### src/rtl/fetch_pc_unit_pkg.sv
`default_nettype none
// ============================================================================
//  Module   : fetch_pc_unit_pkg
//  Purpose  : Shared ISA constants and fetch-stage types for the front end.
//  Revision : 1.0  initial release
// ============================================================================
package fetch_pc_unit_pkg;

    localparam int c_PC_W = 12;

    // Instruction field positions
    localparam int c_OPCODE_MSB = 31;
    localparam int c_OPCODE_LSB = 27;
    localparam int c_TARGET_MSB = 26;
    localparam int c_IMM_MSB    = 16;

    localparam logic [4:0] c_OP_ADD  = 5'b00000;
    localparam logic [4:0] c_OP_J    = 5'b00001;
    localparam logic [4:0] c_OP_BNE  = 5'b00010;
    localparam logic [4:0] c_OP_JAL  = 5'b00011;
    localparam logic [4:0] c_OP_JR   = 5'b00100;
    localparam logic [4:0] c_OP_ADDI = 5'b00101;
    localparam logic [4:0] c_OP_BLT  = 5'b00110;
    localparam logic [4:0] c_OP_SW   = 5'b00111;
    localparam logic [4:0] c_OP_LW   = 5'b01000;
    localparam logic [4:0] c_OP_SETX = 5'b10101;
    localparam logic [4:0] c_OP_BEX  = 5'b10110;

    typedef enum logic [1:0] {
        SEL_SEQ    = 2'd0,
        SEL_TARGET = 2'd1,
        SEL_REG    = 2'd2,
        SEL_BRANCH = 2'd3
    } npc_sel_e;

    function automatic logic [31:0] sext_imm(input logic [c_IMM_MSB:0] imm);
        return {{(31 - c_IMM_MSB){imm[c_IMM_MSB]}}, imm};
    endfunction

    function automatic logic [4:0] get_opcode(input logic [31:0] instr);
        return instr[c_OPCODE_MSB:c_OPCODE_LSB];
    endfunction

endpackage
`default_nettype wire

### src/rtl/fetch_pc_unit_next_pc_sel.sv
`default_nettype none
// ============================================================================
//  Module   : fetch_pc_unit_next_pc_sel
//  Purpose  : Taken detection, redirect target priority mux and branch adder.
//  Revision : 1.0  initial release
// ============================================================================
module fetch_pc_unit_next_pc_sel
    import fetch_pc_unit_pkg::*;
#(
    parameter int PC_W = c_PC_W
) (
    input  logic [PC_W-1:0] i_ex_pc,
    input  logic            i_ex_is_j,
    input  logic            i_ex_is_jal,
    input  logic            i_ex_is_jr,
    input  logic            i_ex_is_bne,
    input  logic            i_ex_is_blt,
    input  logic            i_ex_is_bex,
    input  logic [16:0]     i_ex_imm,
    input  logic [26:0]     i_ex_target,
    input  logic [31:0]     i_ex_rd_val,
    input  logic            i_cmp_ne,
    input  logic            i_cmp_lt,
    input  logic            i_rstatus_nz,
    output logic            o_taken,
    output logic [PC_W-1:0] o_target,
    output logic [PC_W-1:0] o_pc_plus1
);

    logic [31:0]     w_imm_ext;
    logic [PC_W-1:0] w_pc_plus1;
    logic [PC_W-1:0] w_branch_target;
    logic            w_bex_tk;
    logic            w_blt_tk;
    logic            w_bne_tk;
    npc_sel_e        w_sel;
    logic            w_unused;

    assign w_imm_ext       = sext_imm(i_ex_imm);
    assign w_pc_plus1      = i_ex_pc + PC_W'(1);
    assign w_branch_target = w_pc_plus1 + w_imm_ext[PC_W-1:0];

    assign w_bex_tk = i_ex_is_bex & i_rstatus_nz;
    assign w_blt_tk = i_ex_is_blt & i_cmp_lt;
    assign w_bne_tk = i_ex_is_bne & i_cmp_ne;

    // Illegal multi-type combinations still resolve deterministically
    always_comb begin
        w_sel = SEL_SEQ;
        if (w_bex_tk)
            w_sel = SEL_TARGET;
        else if (i_ex_is_jr)
            w_sel = SEL_REG;
        else if (i_ex_is_jal | i_ex_is_j)
            w_sel = SEL_TARGET;
        else if (w_blt_tk | w_bne_tk)
            w_sel = SEL_BRANCH;
    end

    always_comb begin
        o_target = '0;
        case (w_sel)
            SEL_TARGET: o_target = i_ex_target[PC_W-1:0];
            SEL_REG:    o_target = i_ex_rd_val[PC_W-1:0];
            SEL_BRANCH: o_target = w_branch_target;
            default:    o_target = '0;
        endcase
    end

    assign o_taken    = (w_sel != SEL_SEQ);
    assign o_pc_plus1 = w_pc_plus1;

    // Upper target/register/immediate bits beyond the PC width are ignored
    assign w_unused = ^{i_ex_target, i_ex_rd_val, w_imm_ext};

endmodule
`default_nettype wire

### src/rtl/fetch_pc_unit.sv
`default_nettype none
// ============================================================================
//  Module   : fetch_pc_unit
//  Purpose  : Fetch stage: owns the PC, drives imem, redirects on taken CTI.
//  Revision : 1.0  initial release
// ============================================================================
module fetch_pc_unit
    import fetch_pc_unit_pkg::*;
#(
    parameter int              PC_W     = c_PC_W,
    parameter logic [PC_W-1:0] RESET_PC = '0
) (
    input  logic            clock,
    input  logic            reset,
    input  logic            stall,
    output logic [PC_W-1:0] imem_addr,
    input  logic [31:0]     imem_q,
    output logic [31:0]     if_instr,
    output logic [PC_W-1:0] if_pc,
    output logic            if_valid,
    output logic            flush,
    input  logic [PC_W-1:0] ex_pc,
    input  logic            ex_is_j,
    input  logic            ex_is_jal,
    input  logic            ex_is_jr,
    input  logic            ex_is_bne,
    input  logic            ex_is_blt,
    input  logic            ex_is_bex,
    input  logic [16:0]     ex_imm,
    input  logic [26:0]     ex_target,
    input  logic [31:0]     ex_rd_val,
    input  logic            cmp_ne,
    input  logic            cmp_lt,
    input  logic            rstatus_nz,
    output logic [31:0]     link_pc
);

    logic [PC_W-1:0] r_pc;
    logic [PC_W-1:0] r_fpc;
    logic            r_fvalid;
    logic            r_hold;
    logic [31:0]     r_hold_instr;

    logic            w_taken;
    logic [PC_W-1:0] w_target;
    logic [PC_W-1:0] w_pc_plus1;

    fetch_pc_unit_next_pc_sel #(
        .PC_W (PC_W)
    ) u_next_pc_sel (
        .i_ex_pc      (ex_pc),
        .i_ex_is_j    (ex_is_j),
        .i_ex_is_jal  (ex_is_jal),
        .i_ex_is_jr   (ex_is_jr),
        .i_ex_is_bne  (ex_is_bne),
        .i_ex_is_blt  (ex_is_blt),
        .i_ex_is_bex  (ex_is_bex),
        .i_ex_imm     (ex_imm),
        .i_ex_target  (ex_target),
        .i_ex_rd_val  (ex_rd_val),
        .i_cmp_ne     (cmp_ne),
        .i_cmp_lt     (cmp_lt),
        .i_rstatus_nz (rstatus_nz),
        .o_taken      (w_taken),
        .o_target     (w_target),
        .o_pc_plus1   (w_pc_plus1)
    );

    // Redirect beats stall; the word fetched from the old path is marked invalid
    always_ff @(posedge clock) begin
        if (reset) begin
            r_pc         <= RESET_PC;
            r_fpc        <= '0;
            r_fvalid     <= 1'b0;
            r_hold       <= 1'b0;
            r_hold_instr <= '0;
        end else if (w_taken) begin
            r_pc     <= w_target;
            r_fpc    <= r_pc;
            r_fvalid <= 1'b0;
            r_hold   <= 1'b0;
        end else if (stall) begin
            if (!r_hold) begin
                r_hold_instr <= imem_q;
                r_hold       <= 1'b1;
            end
        end else begin
            r_pc     <= r_pc + PC_W'(1);
            r_fpc    <= r_pc;
            r_fvalid <= 1'b1;
            r_hold   <= 1'b0;
        end
    end

    assign imem_addr = reset ? RESET_PC : r_pc;
    assign if_instr  = r_hold ? r_hold_instr : imem_q;
    assign if_pc     = r_fpc;
    assign if_valid  = r_fvalid & ~reset;
    assign flush     = w_taken & ~reset;
    assign link_pc   = {{(32 - PC_W){1'b0}}, w_pc_plus1};

endmodule
`default_nettype wire
### config.mk
export PLATFORM = sky130hd
export DESIGN_NAME = fetch_pc_unit
export DESIGN_NICKNAME = d
export VERILOG_FILES = /design/src/rtl/fetch_pc_unit_pkg.sv /design/src/rtl/fetch_pc_unit_next_pc_sel.sv /design/src/rtl/fetch_pc_unit.sv
export SDC_FILE = /design/constraint.sdc
export NUM_CORES = 1
export LEC_CHECK = 0
export ABC_CLOCK_PERIOD_IN_PS = 2070
export CORE_MARGIN = 3
export CORE_UTILIZATION = 35
export CTS_CLUSTER_DIAMETER = 60
export DETAILED_ROUTE_END_ITERATION = 8
export GPL_TIMING_DRIVEN = 0
export PLACE_DENSITY = 0.9
export SYNTH_ARGS = -nofsm -noshare
export SYNTH_HDL_FRONTEND = slang
export SYNTH_SLANG_ARGS = --single-unit
### constraint.sdc
create_clock -name clock -period 2.07 [get_ports clock]
set_clock_uncertainty 0.15 [all_clocks]
set_input_delay 0.207 -clock clock [delete_from_list [all_inputs] [get_ports clock]]
set_output_delay 0.207 -clock clock [all_outputs]
set_load 0.02 [all_outputs]
-- Word-level counts from Yosys, hierarchy flattened
Cells that the tools add are included.
- register bits after elaboration: 58
- input port bits: 132
- output and inout port bits: 90
- add/subtract/negate cells: 3
- eq/ne operators: 4
- multiplexer cells: 12
- bitwise operators: 9
- reduce and logical (&&, ||, !) cells: 3
- operators with widths (cell ; number):
    $mux W12 ; 5
    $pmux W12 S3 ; 1
    $mux W32 ; 1
    $add A12 B1 Y12 const B ; 2
    $add A12 B12 Y12 ; 1
    $mux W2 ; 4
    $and A1 B1 Y1 ; 5
    $eq A2 B2 Y1 const B ; 2
    $eq A2 B1 Y1 const B ; 1
    $ne A2 B1 Y1 const B ; 1
    $not A1 Y1 ; 2
    $or A1 B1 Y1 ; 2
    $reduce_and A2 Y1 ; 1
    $reduce_bool A2 Y1 ; 1
    $reduce_or A2 Y1 ; 1
    $mux W1 ; 1

-- Logic depth before layout (Yosys ltp)
- depth after elaboration: 9
- depth in mapped cells: 11
- depth with buffers taken out: 11

-- Modules after synthesis
A second synthesis with hierarchy kept.
- cell total of the unflattened synthesis: 448
- area, all modules: 3764.9 um2
- by module, submodules not included (module ; times used ; cells each ; area an instance (um2) ; sequential area each (um2)):
    fetch_pc_unit ; 1 ; 325 ; 2854.0 ; 1161.1
    fetch_pc_unit_next_pc_sel ; 1 ; 123 ; 910.9 ; 0.0

-- Worst setup path before layout
No wires, ideal clock.
- path kind: input to register
- start point: input port ex_pc[0]
- end point: register r_pc[9]
- setup time: 0.117 ns
- data arrival time: 2.300 ns
- setup slack: -0.498 ns
- stages on the path: 11
- buffers on the path: 0
- cell sequence: ha_1 > and3_1 > xor2_1 > ha_1 > a21o_1 > a21o_1 > o2111ai_1 > nand2_1 > xor2_1 > a21o_1 > o2bb2ai_1
- word-level cells in the longest chain between the ends: 4
- ends and longest elaborated chain (item ; line ; text):
    start: declaration ; fetch_pc_unit.sv:22 ; input logic [PC_W-1:0] ex_pc,
    $add A12 B1 Y12 ; fetch_pc_unit_next_pc_sel.sv:40 ; assign w_pc_plus1 = i_ex_pc + PC_W'(1);
    via link_pc[6] ; fetch_pc_unit.sv:35 ; output logic [31:0] link_pc
    $add A12 B12 Y12 ; fetch_pc_unit_next_pc_sel.sv:41 ; assign w_branch_target = w_pc_plus1 + w_imm_ext[PC_W-1:0];
    $pmux W12 S3 ; fetch_pc_unit_next_pc_sel.sv:62 ; case (w_sel)
    $mux W12 ; fetch_pc_unit.sv:77 ; end else if (w_taken) begin
    end signal: assignment ; fetch_pc_unit.sv:78 ; r_pc <= w_target;
    end signal: assignment ; fetch_pc_unit.sv:88 ; r_pc <= r_pc + PC_W'(1);
    end: declaration ; fetch_pc_unit.sv:38 ; logic [PC_W-1:0] r_pc;
The timed path passes the listed nets, and every way through them passes these cells.
A chain may end at the register's enable or synchronous reset.

-- Final worst setup path
- start point: input port ex_pc[2]
- end point: register r_pc[11]
- word-level cells in the longest chain between the ends: 4
- ends and longest elaborated chain (item ; line):
    $add A12 B1 Y12 ; fetch_pc_unit_next_pc_sel.sv:40
    $add A12 B12 Y12 ; fetch_pc_unit_next_pc_sel.sv:41
    $pmux W12 S3 ; fetch_pc_unit_next_pc_sel.sv:62
    $mux W12 ; fetch_pc_unit.sv:77
No other way between the ends.

==> run summary <==
The run finished, with violations left. The checks that failed: negative setup slack. The startpoint of the worst register-to-register path was r_pc[0]. The fraction of layout cells with a size suffix above 1 is 0.233.

After synthesis, the cell types taking the most area are dfxtp_1 31%, nand2_1 10%, a21oi_1 7.6%, mux2_2 7.5%, buf_4 5.0%. Cell area after placement: 5770 um2. The tools report the deepest level of the CTS H-tree as 3. The synthesized netlist occupies a cell area of 3750 um2. The synthesized design contains 0 enable-type register cells. The aggregate global-route resource usage is 0.207, and the combinational power share is 0.327. For this run the aggregate overflow at the end of global routing stands at 0. The count of cells along the worst hold path came out at 2. The part of the cycle the worst path needs is 1.05, and the largest net degree at the start of global routing is 11. Clock latency on the worst-skew pair, taken at its later pin, is 0.33 ns. For this run, design rule violations remaining after detail routing come to 0. In the final routed layout, each cell accounts on average for 16.3 um. The fraction of synthesized cell area taken by the top area cell type was 0.310. Worst hold path endpoint: r_hold. The first global-routing pass estimated 19500 um of wire. For the worst flop-to-flop path, the logic depth is 8.

The clock share of power is 0.310, and the final count of pins violating max slew is 0. Of all cell types, the one taking the most synthesized area is dfxtp_1. The worst register-to-register path ends at r_pc[10]. 222 I/O pins were placed. Setup repair after global routing could not meet its margin everywhere.

The final net count was 818; the initial core utilization was 0.362. The least setup slack across all paths after layout was -0.0961 ns; the number of clock buffers inserted by TritonCTS was 9. TritonCTS built the clock tree. The average instance area after synthesis works out to 8.08 um2.

In this run the worst hold path is classified as in2reg. The worst setup timing slack at the placement stage was -1.01 ns. The number of antenna diodes in the final layout is 0.

The total core area was 10400 um2; the layout overhead on the synthesized area was 66.6%. The row count was 37; the cell area power density was 531 nW/um2. The worst setup path is captured at a register. The total via count after detailed routing was 4114. The clock edge transition at the registers on the reported setup and hold paths was 0.07 ns; the switching share of total power was 0.307. Detailed placement ended at an HPWL of 10200 um.

The net switching power is 1.02 mW. Synthesis produced 464 cells. The setup slack of the worst register-to-register path came out at 0.06 ns.

The share of flip-flops with an asynchronous set or reset is 0, and the remaining number of nets flagged by the antenna check after routing is 0. The minimum clock period works out to 2.17 ns. STA classifies the critical path startpoint as an input pin. The max-slew headroom at the worst pin was 0.617; the synthesized flop and latch total was 58.

CTS root buffer: clkbuf_8. The tools report the data arrival time of the worst path as 2.23 ns. The count of buffers inserted at the top-level ports is 160, and the maximum achievable frequency is 462 MHz. The synthesized netlist contains 58 unique library cells. The worst min-delay path startpoint is reset.

In this run the static leakage power is 2.44 nW. The weighted congestion reported at the end of routability-driven placement came out at 0.836. Sequential cell area fraction in the yosys report: 0.310.

The number of warnings printed during yosys synthesis came out at 0. The post-layout instance area is 6250 um2, and the worst-case clock buffer depth is 2. Hold is met by 0.256 ns.

The most common cell in the synthesized netlist is nand2_1. The overall power after layout was 3.32 mW; the internal power was 2.30 mW. The tools report the CTS sink count as 58.

The predominant post-synthesis flop cell is dfxtp_1. The tools report the data required time of the critical path as 2.14 ns. IR analysis of the VDD net gives a maximum drop of 0.257 mV.

Of all nets on the critical path, the largest fanout is 4. In this run the horizontal extent of the chip is 110 um. Setup violations remaining at the end of the flow were counted as 5.

Number of global-route vias before repair: 4168. The number of iterations in the first detailed-routing pass came out at 6. Ranked by instance count, the synthesized netlist is headed by 102 x nand2_1, 58 x dfxtp_1, 57 x a21oi_1, 25 x buf_4, 25 x mux2_2. Summed over all layers, the routed wires come to 13300 um.

The number of antenna violations at the first check in global routing was 0; the die boundary height was 110 um. For this block, the initial DRC count from the detailed router was 230. The transition time at the pin with the least slew margin was 0.574 ns. The worst setup path is of the in2reg kind.

For the max-capacitance violation count, the log shows 0. After detailed routing, the number of vias per cell comes to 5.07. The die covers 12000 um2. Sequential share of power: 0.363.

The run gives 0 as the count of endpoints failing hold in the final timing report.
==> flip-flops by register name, indices dropped and copies added (netlist names) <==
signal	cells
if_pc	12
r_fvalid	1
r_hold	1
r_hold_instr	32
r_pc	12
==> worst max-delay path, stage by stage <==
cell and delay (ns):
buf_12 0.10, and3_4 0.17, and3_4 0.21, xor2_4 0.19, ha_4 0.28, a21o_1 0.19, a21o_1 0.18, o2111ai_2 0.18
a21oi_1 0.17, nor2_1 0.07, xnor2_1 0.18, a31oi_1 0.10
==> cell usage in the layout (no fill, tap or decap), types with 5 or more instances in the layout <==
master	instances
xnor2_2	5
buf_2	5
a21o_1	5
xnor2_1	10
nor2_1	20
ha_4	9
clkdlybuf4s50_1	111
o21ai_1	7
nor2b_1	15
a22oi_1	6
buf_4	46
nand3_1	7
a21oi_1	54
nand2_1	101
dlygate4sd2_1	37
dfxtp_1	55
conb_1	20
clkbuf_8	10
mux2_1	7
mux2_2	25
clkbuf_1	10
==> power by group through the flow <==
| stage | clock network, mW | logic [mW] | registers (mW) |
|---|---|---|---|
| after floorplan | 0 | 0.545 | 1.23 |
| after global placement | 0 | 0.980 | 1.23 |
| after detailed placement | 0 | 1.00 | 1.23 |
| after CTS | 1.05 | 1.03 | 1.21 |
| after global routing | 1.09 | 1.16 | 1.21 |
| final | 1.03 | 1.09 | 1.21 |
==> routing by layer <==
layer / global-route usage / share of wire / vias up
li1: - / - / 1990
met1: 0.220 / 0.37 / 1872
met2: 0.382 / 0.50 / 217
met3: 0.0675 / 0.096 / 35
met4: 0.0739 / 0.026 / 0
met5: 0 / 0 / -
==> layout make-up <==
| type | instances | area (um2) |
|---|---|---|
| plain buffers | 44 | 285 |
| clock buffers | 11 | 141 |
| clock inverters | 5 | 53.8 |
| fillers | 887 | 4120 |
| inverters | 3 | 11.3 |
| multi-input cells | 377 | 2720 |
| flip-flops and latches | 58 | 1160 |
| well taps | 136 | 170 |
| repair buffers | 177 | 1700 |
==> logic make-up (layout without fill, tap and decap cells) <==
group,Yosys count,in the layout,synth area share
compound gates,112,112,0.195
xor+xnor,25,25,0.0604
fa+ha+maj,16,16,0.0554
buf+inv,48,240,0.0757
flops,58,58,0.310
mux,32,32,0.0961
other cells,1,20,0.00100
simple gates,172,172,0.207
==> worst max-delay path by stage <==
stage	startpoint	endpoint	cells after the start
finish	ex_pc[2]	r_pc[11]	12
global route	ex_pc[2]	r_pc[11]	12
CTS	r_hold	if_instr[10]	3
detailed placement	ex_pc[2]	r_pc[8]	12
global placement	ex_pc[2]	r_pc[10]	11
floorplan	ex_pc[3]	r_pc[9]	11
==> metrics by stage <==
step / util / std cells / TNS [ns]
detailed placement: 0.557 / 779 / -30.64
floorplan: - / 483 / -1.09
global route: 0.602 / 811 / -0.772
CTS: 0.588 / 804 / -0.0301
finish: 0.602 / 811 / -0.294
global placement: 0.557 / 779 / -29.23
==> what timing repair did <==
item	CTS	global route
setup endpoints to repair	93	57
buffers inserted	10	7
gates resized for setup	108	27
pin swaps	26	18
hold buffers	0	0
Note: power is estimated with default switching activity, not from simulation.
